File: src/rtl/median_axi_master_if.sv
// AXI4-Lite bundle between the median initiator and the sorter slave; master drives
// requests, slave drives responses.
interface median_axi_master_if #(
    parameter int ADDR_WIDTH = 40,
    parameter int DATA_WIDTH = 32
);
    logic [ADDR_WIDTH-1:0]   M_AXI_AWADDR;
    logic [2:0]              M_AXI_AWPROT;
    logic                    M_AXI_AWVALID;
    logic                    M_AXI_AWREADY;
    logic [DATA_WIDTH-1:0]   M_AXI_WDATA;
    logic [DATA_WIDTH/8-1:0] M_AXI_WSTRB;
    logic                    M_AXI_WVALID;
    logic                    M_AXI_WREADY;
    logic [1:0]              M_AXI_BRESP;
    logic                    M_AXI_BVALID;
    logic                    M_AXI_BREADY;
    logic [ADDR_WIDTH-1:0]   M_AXI_ARADDR;
    logic [2:0]              M_AXI_ARPROT;
    logic                    M_AXI_ARVALID;
    logic                    M_AXI_ARREADY;
    logic [DATA_WIDTH-1:0]   M_AXI_RDATA;
    logic [1:0]              M_AXI_RRESP;
    logic                    M_AXI_RVALID;
    logic                    M_AXI_RREADY;

    modport master (
        output M_AXI_AWADDR, M_AXI_AWPROT, M_AXI_AWVALID,
        input  M_AXI_AWREADY,
        output M_AXI_WDATA, M_AXI_WSTRB, M_AXI_WVALID,
        input  M_AXI_WREADY,
        input  M_AXI_BRESP, M_AXI_BVALID,
        output M_AXI_BREADY,
        output M_AXI_ARADDR, M_AXI_ARPROT, M_AXI_ARVALID,
        input  M_AXI_ARREADY,
        input  M_AXI_RDATA, M_AXI_RRESP, M_AXI_RVALID,
        output M_AXI_RREADY
    );

    modport slave (
        input  M_AXI_AWADDR, M_AXI_AWPROT, M_AXI_AWVALID,
        output M_AXI_AWREADY,
        input  M_AXI_WDATA, M_AXI_WSTRB, M_AXI_WVALID,
        output M_AXI_WREADY,
        output M_AXI_BRESP, M_AXI_BVALID,
        input  M_AXI_BREADY,
        input  M_AXI_ARADDR, M_AXI_ARPROT, M_AXI_ARVALID,
        output M_AXI_ARREADY,
        output M_AXI_RDATA, M_AXI_RRESP, M_AXI_RVALID,
        input  M_AXI_RREADY
    );
endinterface

File: src/rtl/median_axi_master.sv
// AXI4-Lite initiator for the 3x3 sorter: 3 writes, settle, 1 read; min 9+SETTLE_CYCLES+3 cycles.
// in_ready only in IDLE, result held until out_ready; MEDIAN_TIMEOUT_EN adds a per-wait watchdog.
module median_axi_master #(
    parameter int                            C_M_AXI_ADDR_WIDTH = 40,
    parameter int                            C_M_AXI_DATA_WIDTH = 32,
    parameter logic [C_M_AXI_ADDR_WIDTH-1:0] BASE_ADDR          = 40'h00_A000_0000,
    parameter int                            SETTLE_CYCLES      = 2,
    parameter int                            TIMEOUT_CYCLES     = 1023
) (
    input  logic                M_AXI_ACLK,
    input  logic                M_AXI_ARESETN,
    input  logic                in_valid,
    output logic                in_ready,
    input  logic [71:0]         in_pix,
    output logic                out_valid,
    input  logic                out_ready,
    output logic [7:0]          out_max,
    output logic [7:0]          out_med,
    output logic [7:0]          out_min,
    output logic                out_err,
    output logic                busy,
    median_axi_master_if.master m_axi
);
    localparam int AW = C_M_AXI_ADDR_WIDTH;
    localparam int SW = $clog2(SETTLE_CYCLES + 1);

    typedef enum logic [2:0] {
        IDLE, WR_REQ, WR_RESP, SETTLE, RD_REQ, RD_RESP, DONE
    } state_t;

    state_t        state, state_d;
    logic [71:0]   pix_q;
    logic [1:0]    k;
    logic          aw_done, w_done;
    logic [SW-1:0] scnt;
    logic          err_q;
    logic [7:0]    max_q, med_q, min_q;
    logic [23:0]   win;
    logic          aw_vld, w_vld, b_rdy, ar_vld, r_rdy, rdy_in, vld_out;
    logic          unused_rdata;

`ifdef MEDIAN_TIMEOUT_EN
    localparam int TW = $clog2(TIMEOUT_CYCLES + 1);
    logic [TW-1:0] tcnt;
    logic          tmo_fire;

    // Counts cycles spent in the current state; any state change restarts it.
    always_ff @(posedge M_AXI_ACLK or negedge M_AXI_ARESETN) begin
        if (!M_AXI_ARESETN)        tcnt <= '0;
        else if (state_d != state) tcnt <= '0;
        else                       tcnt <= tcnt + 1'b1;
    end
`endif

    always_ff @(posedge M_AXI_ACLK or negedge M_AXI_ARESETN) begin
        if (!M_AXI_ARESETN) state <= IDLE;
        else                state <= state_d;
    end

    always_comb begin
        state_d = state;
        aw_vld  = 1'b0;
        w_vld   = 1'b0;
        b_rdy   = 1'b0;
        ar_vld  = 1'b0;
        r_rdy   = 1'b0;
        rdy_in  = 1'b0;
        vld_out = 1'b0;
`ifdef MEDIAN_TIMEOUT_EN
        tmo_fire = 1'b0;
`endif
        case (state)
            IDLE: begin
                rdy_in = 1'b1;
                if (in_valid) state_d = WR_REQ;
            end
            WR_REQ: begin
                aw_vld = !aw_done;
                w_vld  = !w_done;
                if ((aw_done || m_axi.M_AXI_AWREADY) && (w_done || m_axi.M_AXI_WREADY))
                    state_d = WR_RESP;
            end
            WR_RESP: begin
                b_rdy = 1'b1;
                if (m_axi.M_AXI_BVALID) state_d = (k == 2'd2) ? SETTLE : WR_REQ;
            end
            SETTLE: begin
                if (scnt == SW'(SETTLE_CYCLES - 1)) state_d = RD_REQ;
            end
            RD_REQ: begin
                ar_vld = 1'b1;
                if (m_axi.M_AXI_ARREADY) state_d = RD_RESP;
            end
            RD_RESP: begin
                r_rdy = 1'b1;
                if (m_axi.M_AXI_RVALID) state_d = DONE;
            end
            DONE: begin
                vld_out = 1'b1;
                if (out_ready) state_d = IDLE;
            end
            default: state_d = IDLE;
        endcase
`ifdef MEDIAN_TIMEOUT_EN
        // A handshake landing on the last allowed cycle still wins over the watchdog.
        if ((state == WR_REQ || state == WR_RESP || state == RD_REQ || state == RD_RESP) &&
            tcnt == TW'(TIMEOUT_CYCLES - 1) && state_d == state) begin
            tmo_fire = 1'b1;
            state_d  = DONE;
        end
`endif
    end

    always_comb begin
        case (k)
            2'd0:    win = pix_q[71:48];
            2'd1:    win = pix_q[47:24];
            default: win = pix_q[23:0];
        endcase
    end

    always_ff @(posedge M_AXI_ACLK or negedge M_AXI_ARESETN) begin
        if (!M_AXI_ARESETN) begin
            pix_q   <= '0;
            k       <= '0;
            aw_done <= 1'b0;
            w_done  <= 1'b0;
            scnt    <= '0;
            err_q   <= 1'b0;
            max_q   <= '0;
            med_q   <= '0;
            min_q   <= '0;
        end else begin
            case (state)
                IDLE: begin
                    if (in_valid) begin
                        pix_q <= in_pix;
                        err_q <= 1'b0;
                        k     <= '0;
                    end
                end
                WR_REQ: begin
                    if (aw_vld && m_axi.M_AXI_AWREADY) aw_done <= 1'b1;
                    if (w_vld && m_axi.M_AXI_WREADY)   w_done  <= 1'b1;
                end
                WR_RESP: begin
                    if (m_axi.M_AXI_BVALID) begin
                        err_q <= err_q | (m_axi.M_AXI_BRESP != 2'b00);
                        if (k != 2'd2) k <= k + 2'd1;
                    end
                end
                RD_RESP: begin
                    if (m_axi.M_AXI_RVALID) begin
                        max_q <= m_axi.M_AXI_RDATA[23:16];
                        med_q <= m_axi.M_AXI_RDATA[15:8];
                        min_q <= m_axi.M_AXI_RDATA[7:0];
                        err_q <= err_q | (m_axi.M_AXI_RRESP != 2'b00);
                    end
                end
                default: ;
            endcase
            // Per-channel done flags only live for one write beat.
            if (state_d != WR_REQ) begin
                aw_done <= 1'b0;
                w_done  <= 1'b0;
            end
            scnt <= (state == SETTLE) ? scnt + 1'b1 : '0;
`ifdef MEDIAN_TIMEOUT_EN
            if (tmo_fire) begin
                max_q <= '0;
                med_q <= '0;
                min_q <= '0;
                err_q <= 1'b1;
            end
`endif
        end
    end

    assign unused_rdata = ^m_axi.M_AXI_RDATA[31:24];

    assign m_axi.M_AXI_AWVALID = aw_vld;
    assign m_axi.M_AXI_AWADDR  = (state == WR_REQ) ? BASE_ADDR + AW'({k, 2'b00}) : '0;
    assign m_axi.M_AXI_AWPROT  = 3'b000;
    assign m_axi.M_AXI_WVALID  = w_vld;
    assign m_axi.M_AXI_WDATA   = (state == WR_REQ) ? C_M_AXI_DATA_WIDTH'({8'h00, win}) : '0;
    assign m_axi.M_AXI_WSTRB   = (state == WR_REQ) ? 4'hF : 4'h0;
    assign m_axi.M_AXI_BREADY  = b_rdy;
    assign m_axi.M_AXI_ARVALID = ar_vld;
    assign m_axi.M_AXI_ARADDR  = (state == RD_REQ) ? BASE_ADDR + AW'(12) : '0;
    assign m_axi.M_AXI_ARPROT  = 3'b000;
    assign m_axi.M_AXI_RREADY  = r_rdy;

    assign in_ready  = rdy_in;
    assign out_valid = vld_out;
    assign out_max   = max_q;
    assign out_med   = med_q;
    assign out_min   = min_q;
    assign out_err   = err_q;
    assign busy      = (state != IDLE);
endmodule

File: src/flat_wrapper.sv
// flat-port wrapper written by rule: the top's interface ports become plain ports
module median_axi_master_flat 
#(
    parameter int                            C_M_AXI_ADDR_WIDTH = 40,
    parameter int                            C_M_AXI_DATA_WIDTH = 32,
    parameter logic [C_M_AXI_ADDR_WIDTH-1:0] BASE_ADDR          = 40'h00_A000_0000,
    parameter int                            SETTLE_CYCLES      = 2,
    parameter int                            TIMEOUT_CYCLES     = 1023
)
  (M_AXI_ACLK, M_AXI_ARESETN, in_valid, in_ready, in_pix, out_valid, out_ready, out_max, out_med, out_min, out_err, busy, m_axi_M_AXI_AWADDR, m_axi_M_AXI_AWPROT, m_axi_M_AXI_AWVALID, m_axi_M_AXI_AWREADY, m_axi_M_AXI_WDATA, m_axi_M_AXI_WSTRB, m_axi_M_AXI_WVALID, m_axi_M_AXI_WREADY, m_axi_M_AXI_BRESP, m_axi_M_AXI_BVALID, m_axi_M_AXI_BREADY, m_axi_M_AXI_ARADDR, m_axi_M_AXI_ARPROT, m_axi_M_AXI_ARVALID, m_axi_M_AXI_ARREADY, m_axi_M_AXI_RDATA, m_axi_M_AXI_RRESP, m_axi_M_AXI_RVALID, m_axi_M_AXI_RREADY);
  median_axi_master_if #(.ADDR_WIDTH(40), .DATA_WIDTH(32)) m_axi_i ();
  input  logic M_AXI_ACLK;
  input  logic M_AXI_ARESETN;
  input  logic in_valid;
  output logic in_ready;
  input  logic [71:0] in_pix;
  output logic out_valid;
  input  logic out_ready;
  output logic [7:0] out_max;
  output logic [7:0] out_med;
  output logic [7:0] out_min;
  output logic out_err;
  output logic busy;
  output wire logic [$bits(m_axi_i.M_AXI_AWADDR)-1:0] m_axi_M_AXI_AWADDR;
  output wire logic [$bits(m_axi_i.M_AXI_AWPROT)-1:0] m_axi_M_AXI_AWPROT;
  output wire logic [$bits(m_axi_i.M_AXI_AWVALID)-1:0] m_axi_M_AXI_AWVALID;
  input wire logic [$bits(m_axi_i.M_AXI_AWREADY)-1:0] m_axi_M_AXI_AWREADY;
  output wire logic [$bits(m_axi_i.M_AXI_WDATA)-1:0] m_axi_M_AXI_WDATA;
  output wire logic [$bits(m_axi_i.M_AXI_WSTRB)-1:0] m_axi_M_AXI_WSTRB;
  output wire logic [$bits(m_axi_i.M_AXI_WVALID)-1:0] m_axi_M_AXI_WVALID;
  input wire logic [$bits(m_axi_i.M_AXI_WREADY)-1:0] m_axi_M_AXI_WREADY;
  input wire logic [$bits(m_axi_i.M_AXI_BRESP)-1:0] m_axi_M_AXI_BRESP;
  input wire logic [$bits(m_axi_i.M_AXI_BVALID)-1:0] m_axi_M_AXI_BVALID;
  output wire logic [$bits(m_axi_i.M_AXI_BREADY)-1:0] m_axi_M_AXI_BREADY;
  output wire logic [$bits(m_axi_i.M_AXI_ARADDR)-1:0] m_axi_M_AXI_ARADDR;
  output wire logic [$bits(m_axi_i.M_AXI_ARPROT)-1:0] m_axi_M_AXI_ARPROT;
  output wire logic [$bits(m_axi_i.M_AXI_ARVALID)-1:0] m_axi_M_AXI_ARVALID;
  input wire logic [$bits(m_axi_i.M_AXI_ARREADY)-1:0] m_axi_M_AXI_ARREADY;
  input wire logic [$bits(m_axi_i.M_AXI_RDATA)-1:0] m_axi_M_AXI_RDATA;
  input wire logic [$bits(m_axi_i.M_AXI_RRESP)-1:0] m_axi_M_AXI_RRESP;
  input wire logic [$bits(m_axi_i.M_AXI_RVALID)-1:0] m_axi_M_AXI_RVALID;
  output wire logic [$bits(m_axi_i.M_AXI_RREADY)-1:0] m_axi_M_AXI_RREADY;
  assign m_axi_M_AXI_AWADDR = m_axi_i.M_AXI_AWADDR;
  assign m_axi_M_AXI_AWPROT = m_axi_i.M_AXI_AWPROT;
  assign m_axi_M_AXI_AWVALID = m_axi_i.M_AXI_AWVALID;
  assign m_axi_i.M_AXI_AWREADY = m_axi_M_AXI_AWREADY;
  assign m_axi_M_AXI_WDATA = m_axi_i.M_AXI_WDATA;
  assign m_axi_M_AXI_WSTRB = m_axi_i.M_AXI_WSTRB;
  assign m_axi_M_AXI_WVALID = m_axi_i.M_AXI_WVALID;
  assign m_axi_i.M_AXI_WREADY = m_axi_M_AXI_WREADY;
  assign m_axi_i.M_AXI_BRESP = m_axi_M_AXI_BRESP;
  assign m_axi_i.M_AXI_BVALID = m_axi_M_AXI_BVALID;
  assign m_axi_M_AXI_BREADY = m_axi_i.M_AXI_BREADY;
  assign m_axi_M_AXI_ARADDR = m_axi_i.M_AXI_ARADDR;
  assign m_axi_M_AXI_ARPROT = m_axi_i.M_AXI_ARPROT;
  assign m_axi_M_AXI_ARVALID = m_axi_i.M_AXI_ARVALID;
  assign m_axi_i.M_AXI_ARREADY = m_axi_M_AXI_ARREADY;
  assign m_axi_i.M_AXI_RDATA = m_axi_M_AXI_RDATA;
  assign m_axi_i.M_AXI_RRESP = m_axi_M_AXI_RRESP;
  assign m_axi_i.M_AXI_RVALID = m_axi_M_AXI_RVALID;
  assign m_axi_M_AXI_RREADY = m_axi_i.M_AXI_RREADY;
  median_axi_master #(.C_M_AXI_ADDR_WIDTH(C_M_AXI_ADDR_WIDTH), .C_M_AXI_DATA_WIDTH(C_M_AXI_DATA_WIDTH), .BASE_ADDR(BASE_ADDR), .SETTLE_CYCLES(SETTLE_CYCLES), .TIMEOUT_CYCLES(TIMEOUT_CYCLES)) u_core (.M_AXI_ACLK(M_AXI_ACLK), .M_AXI_ARESETN(M_AXI_ARESETN), .in_valid(in_valid), .in_ready(in_ready), .in_pix(in_pix), .out_valid(out_valid), .out_ready(out_ready), .out_max(out_max), .out_med(out_med), .out_min(out_min), .out_err(out_err), .busy(busy), .m_axi(m_axi_i));
endmodule
File: config.mk
export PLATFORM = sky130hd
export DESIGN_NAME = median_axi_master_flat
export DESIGN_NICKNAME = d
export VERILOG_FILES = /design/src/rtl/median_axi_master_if.sv /design/src/rtl/median_axi_master.sv /design/src/flat_wrapper.sv
export SDC_FILE = /design/constraint.sdc
export NUM_CORES = 1
export LEC_CHECK = 0
export CAP_MARGIN = 20
export CORE_MARGIN = 1
export CORE_UTILIZATION = 35
export DETAILED_ROUTE_END_ITERATION = 8
export HOLD_SLACK_MARGIN = 0.12
export PLACE_DENSITY = 0.75
export REMOVE_ABC_BUFFERS = 1
export SLEW_MARGIN = 0
export SYNTH_ARGS = -nofsm -noshare
export SYNTH_HDL_FRONTEND = slang
export SYNTH_SLANG_ARGS = --single-unit
File: constraint.sdc
create_clock -name M_AXI_ACLK -period 2.1 [get_ports M_AXI_ACLK]
set_clock_uncertainty 0.05 [all_clocks]
set_input_delay 0.42 -clock M_AXI_ACLK [delete_from_list [all_inputs] [get_ports M_AXI_ACLK]]
set_output_delay 0.42 -clock M_AXI_ACLK [all_outputs]
set_load 0.02 [all_outputs]
==> run metrics <==
max-cap check violation count 0; max_slew headroom 62.0%; hold slack final 386 ps; clk slew on worst S/H paths 70 ps; Clock Tree Buf Depth 2; Starting Density 36.5%; Worst Path Class, Setup flip-flop to output pin; syn avg cell area 11.6 um2; CTS Buf Count 9; Die Y 126 um; Seq/Total Area, Yosys 49.2%; crit path time final 2260 ps; Power Density 1550 mW/mm2; layout filler cell count 1275; All-Layer GR Usage 17.6%; antenna-violating nets left 0; first-pass GRT wire length 21500 um; share of the synthesized area in the top cell type 49.2%; worst endpoint required time 1630 ps; endpoints failing setup 24; Placeable Area 0.0148 mm2; worst r2r dst u_core.w_done; R2R Setup Slk 140 ps; IO Port Bufs 177; placed instance area 0.00713 mm2; RSZ-0062 raised after global routing yes; dpl hpwl 9570 um; DR WL/cell 16.6 um; drc violations 0; Yosys warning count 0; maximum achievable frequency 0.443 GHz; n_diodes 0; worst r2r src u_core.k[0]; fin area 0.00791 mm2; Setup WS post-layout -159 ps; Worst Max-Slew Pin Slew 569 ps; initial antenna violation count 1; crit path capture m_axi_M_AXI_WDATA[3]; Pleak 0.00353 uW; pin count of the biggest net entering global routing 107; HP Class flip-flop to flip-flop; CP max FO 25; Die Area 0.0159 mm2; worst vdd ir 0.833 mV; synthesized cell area 0.00539 mm2; Rows 44; clk_lat worst skew 350 ps; leading cell types by total area after synthesis dfrtp_1, mux2_2, buf_4; ratio of cells with drive above 1 in the final layout 39.2%; Area Growth Syn to Fin 46.8%; async set-reset flop share out of synthesis 100%; grt ovf 0; GP Congestion 0.729; routed vias/inst 4.68; Slew Viols, Final 0; Hold Fails Final Rpt 0; vias in the first global route 4156; Tcrit/Tclk final 108%; DRT iter0 DRCs 125; clk sinks 106; synthesized instance count 463; Crit. End Element output pin; crit path DAT 1790 ps; synthesis-stage register bit count 106; CTS tree built; post-layout util 53.6%; Synth area leader dfrtp_1; Post-synth EDFFs 0; failing checks negative setup slack; Post-synth top flop dfrtp_1; post-synthesis cell type count 37; commonest non-fill, non-tap cell in the layout clkdlybuf4s50_1; H-tree lvl count 3; type of origin of the critical path flip-flop; I/O Pins 272; status complete, but fails checks; cells on worst reg2reg path 9; clock root buffer clkbuf_16; vias 3948; Final #Nets 775; most frequent cells in the layout clkdlybuf4s50_1, dfrtp_1, mux2_2, conb_1, buf_4; CP startpoint u_core.state[1]; Initial DRT Pass Iterations 5; Die Wd 126 um; final WL 14000 um
metrics by stage:
| stage | std cells | worst slack (ps) | total power [uW] | TNS, ps |
|---|---|---|---|---|
| finish | 843 | -159 | 12300 | -2030 |
| detailed placement | 815 | -366 | 9550 | -6670 |
| CTS | 843 | -233 | 12200 | -3810 |
| global route | 843 | -265 | 13000 | -4580 |
| global placement | 815 | -388 | 9370 | -6580 |
| floorplan | 428 | -7020 | 6620 | -533270 |
cell families (layout without fill, tap and decap cells):
group | Yosys count | after routing | synth area share, %
and+or+nand+nor | 58 | 58 | 5.25
other | 1 | 86 | 0.0696
muxes | 97 | 97 | 20.3
adders and majority gates | 4 | 4 | 0.929
DFF | 106 | 106 | 49.2
AOI/OAI and AO/OA | 66 | 66 | 7.76
buffers and inverters | 131 | 242 | 16.5
sequential cells by signal, indices dropped and copies added (netlist names):
signal and cells:
u_core.k 2, u_core.out_min 8, u_core.aw_done 1, u_core.w_done 1, u_core.pix_q 72, u_core.out_max 8, u_core.out_med 8, u_core.state 3
u_core.scnt 2, u_core.out_err 1
per-layer routing:
metal	wire length [um]	global-route usage (%)	vias up
met5	13	0	-
met3	1190	6.16	19
li1	-	-	1789
met1	5290	18.7	1937
met4	246	6.38	2
met2	7240	32.1	201
cell usage after synthesis (2+ instances only):
cell type	n
nor3b_1	3
clkbuf_1	10
dfrtp_1	106
buf_4	104
nand3_1	2
ha_1	4
nand2_1	30
buf_2	5
o21ai_0	4
nand3b_1	3
a21oi_1	29
a22oi_1	25
inv_1	11
nor2_1	8
nor4_1	2
mux2_2	96
area by class of cell:
type / instances / area, um2 / share of cell area [%]
clock buffer: 9 / 225 / 2.85
inverter: 11 / 41.3 / 0.522
clock inverter: 7 / 98.8 / 1.25
sequential: 106 / 2650 / 33.6
multi-input combinational: 311 / 2520 / 31.9
timing repair buffer: 215 / 2140 / 27.0
tap: 184 / 230 / 2.91
report_power, final:
group          switching (uW)  internal [uW]  total (uW)
clock network             769           1050        1820
registers                 653           3070        3720
logic                    3380           3330        6710
total                    4800           7450       12300
critical path, stage by stage (launching register included):
cell and delay [ps]:
dfrtp_1 380, or3b_4 410, buf_12 190, buf_6 160
a21oi_4 140, buf_12 130
how the worst min path moves through the flow:
stage | from | to | slack, ps | cells past startpoint
floorplan | M_AXI_ARESETN | u_core.aw_done | 70 | 0
global placement | u_core.scnt[0] | u_core.scnt[0] | 370 | 1
detailed placement | u_core.scnt[0] | u_core.scnt[0] | 380 | 1
CTS | u_core.scnt[0] | u_core.scnt[0] | 390 | 1
global route | u_core.scnt[0] | u_core.scnt[0] | 420 | 1
finish | u_core.scnt[0] | u_core.scnt[0] | 390 | 1
what timing repair did:
item | in CTS | in global routing
hold buffers | 1 | 0
gates resized for setup | 248 | 39
pin swaps | 34 | 11
setup endpoints to repair | 44 | 40
setup buffers | 8 | 0
endpoints found under the hold margin | 36 | 0
cloned | 3 | 0
Note: power is estimated with default switching activity, not from simulation.
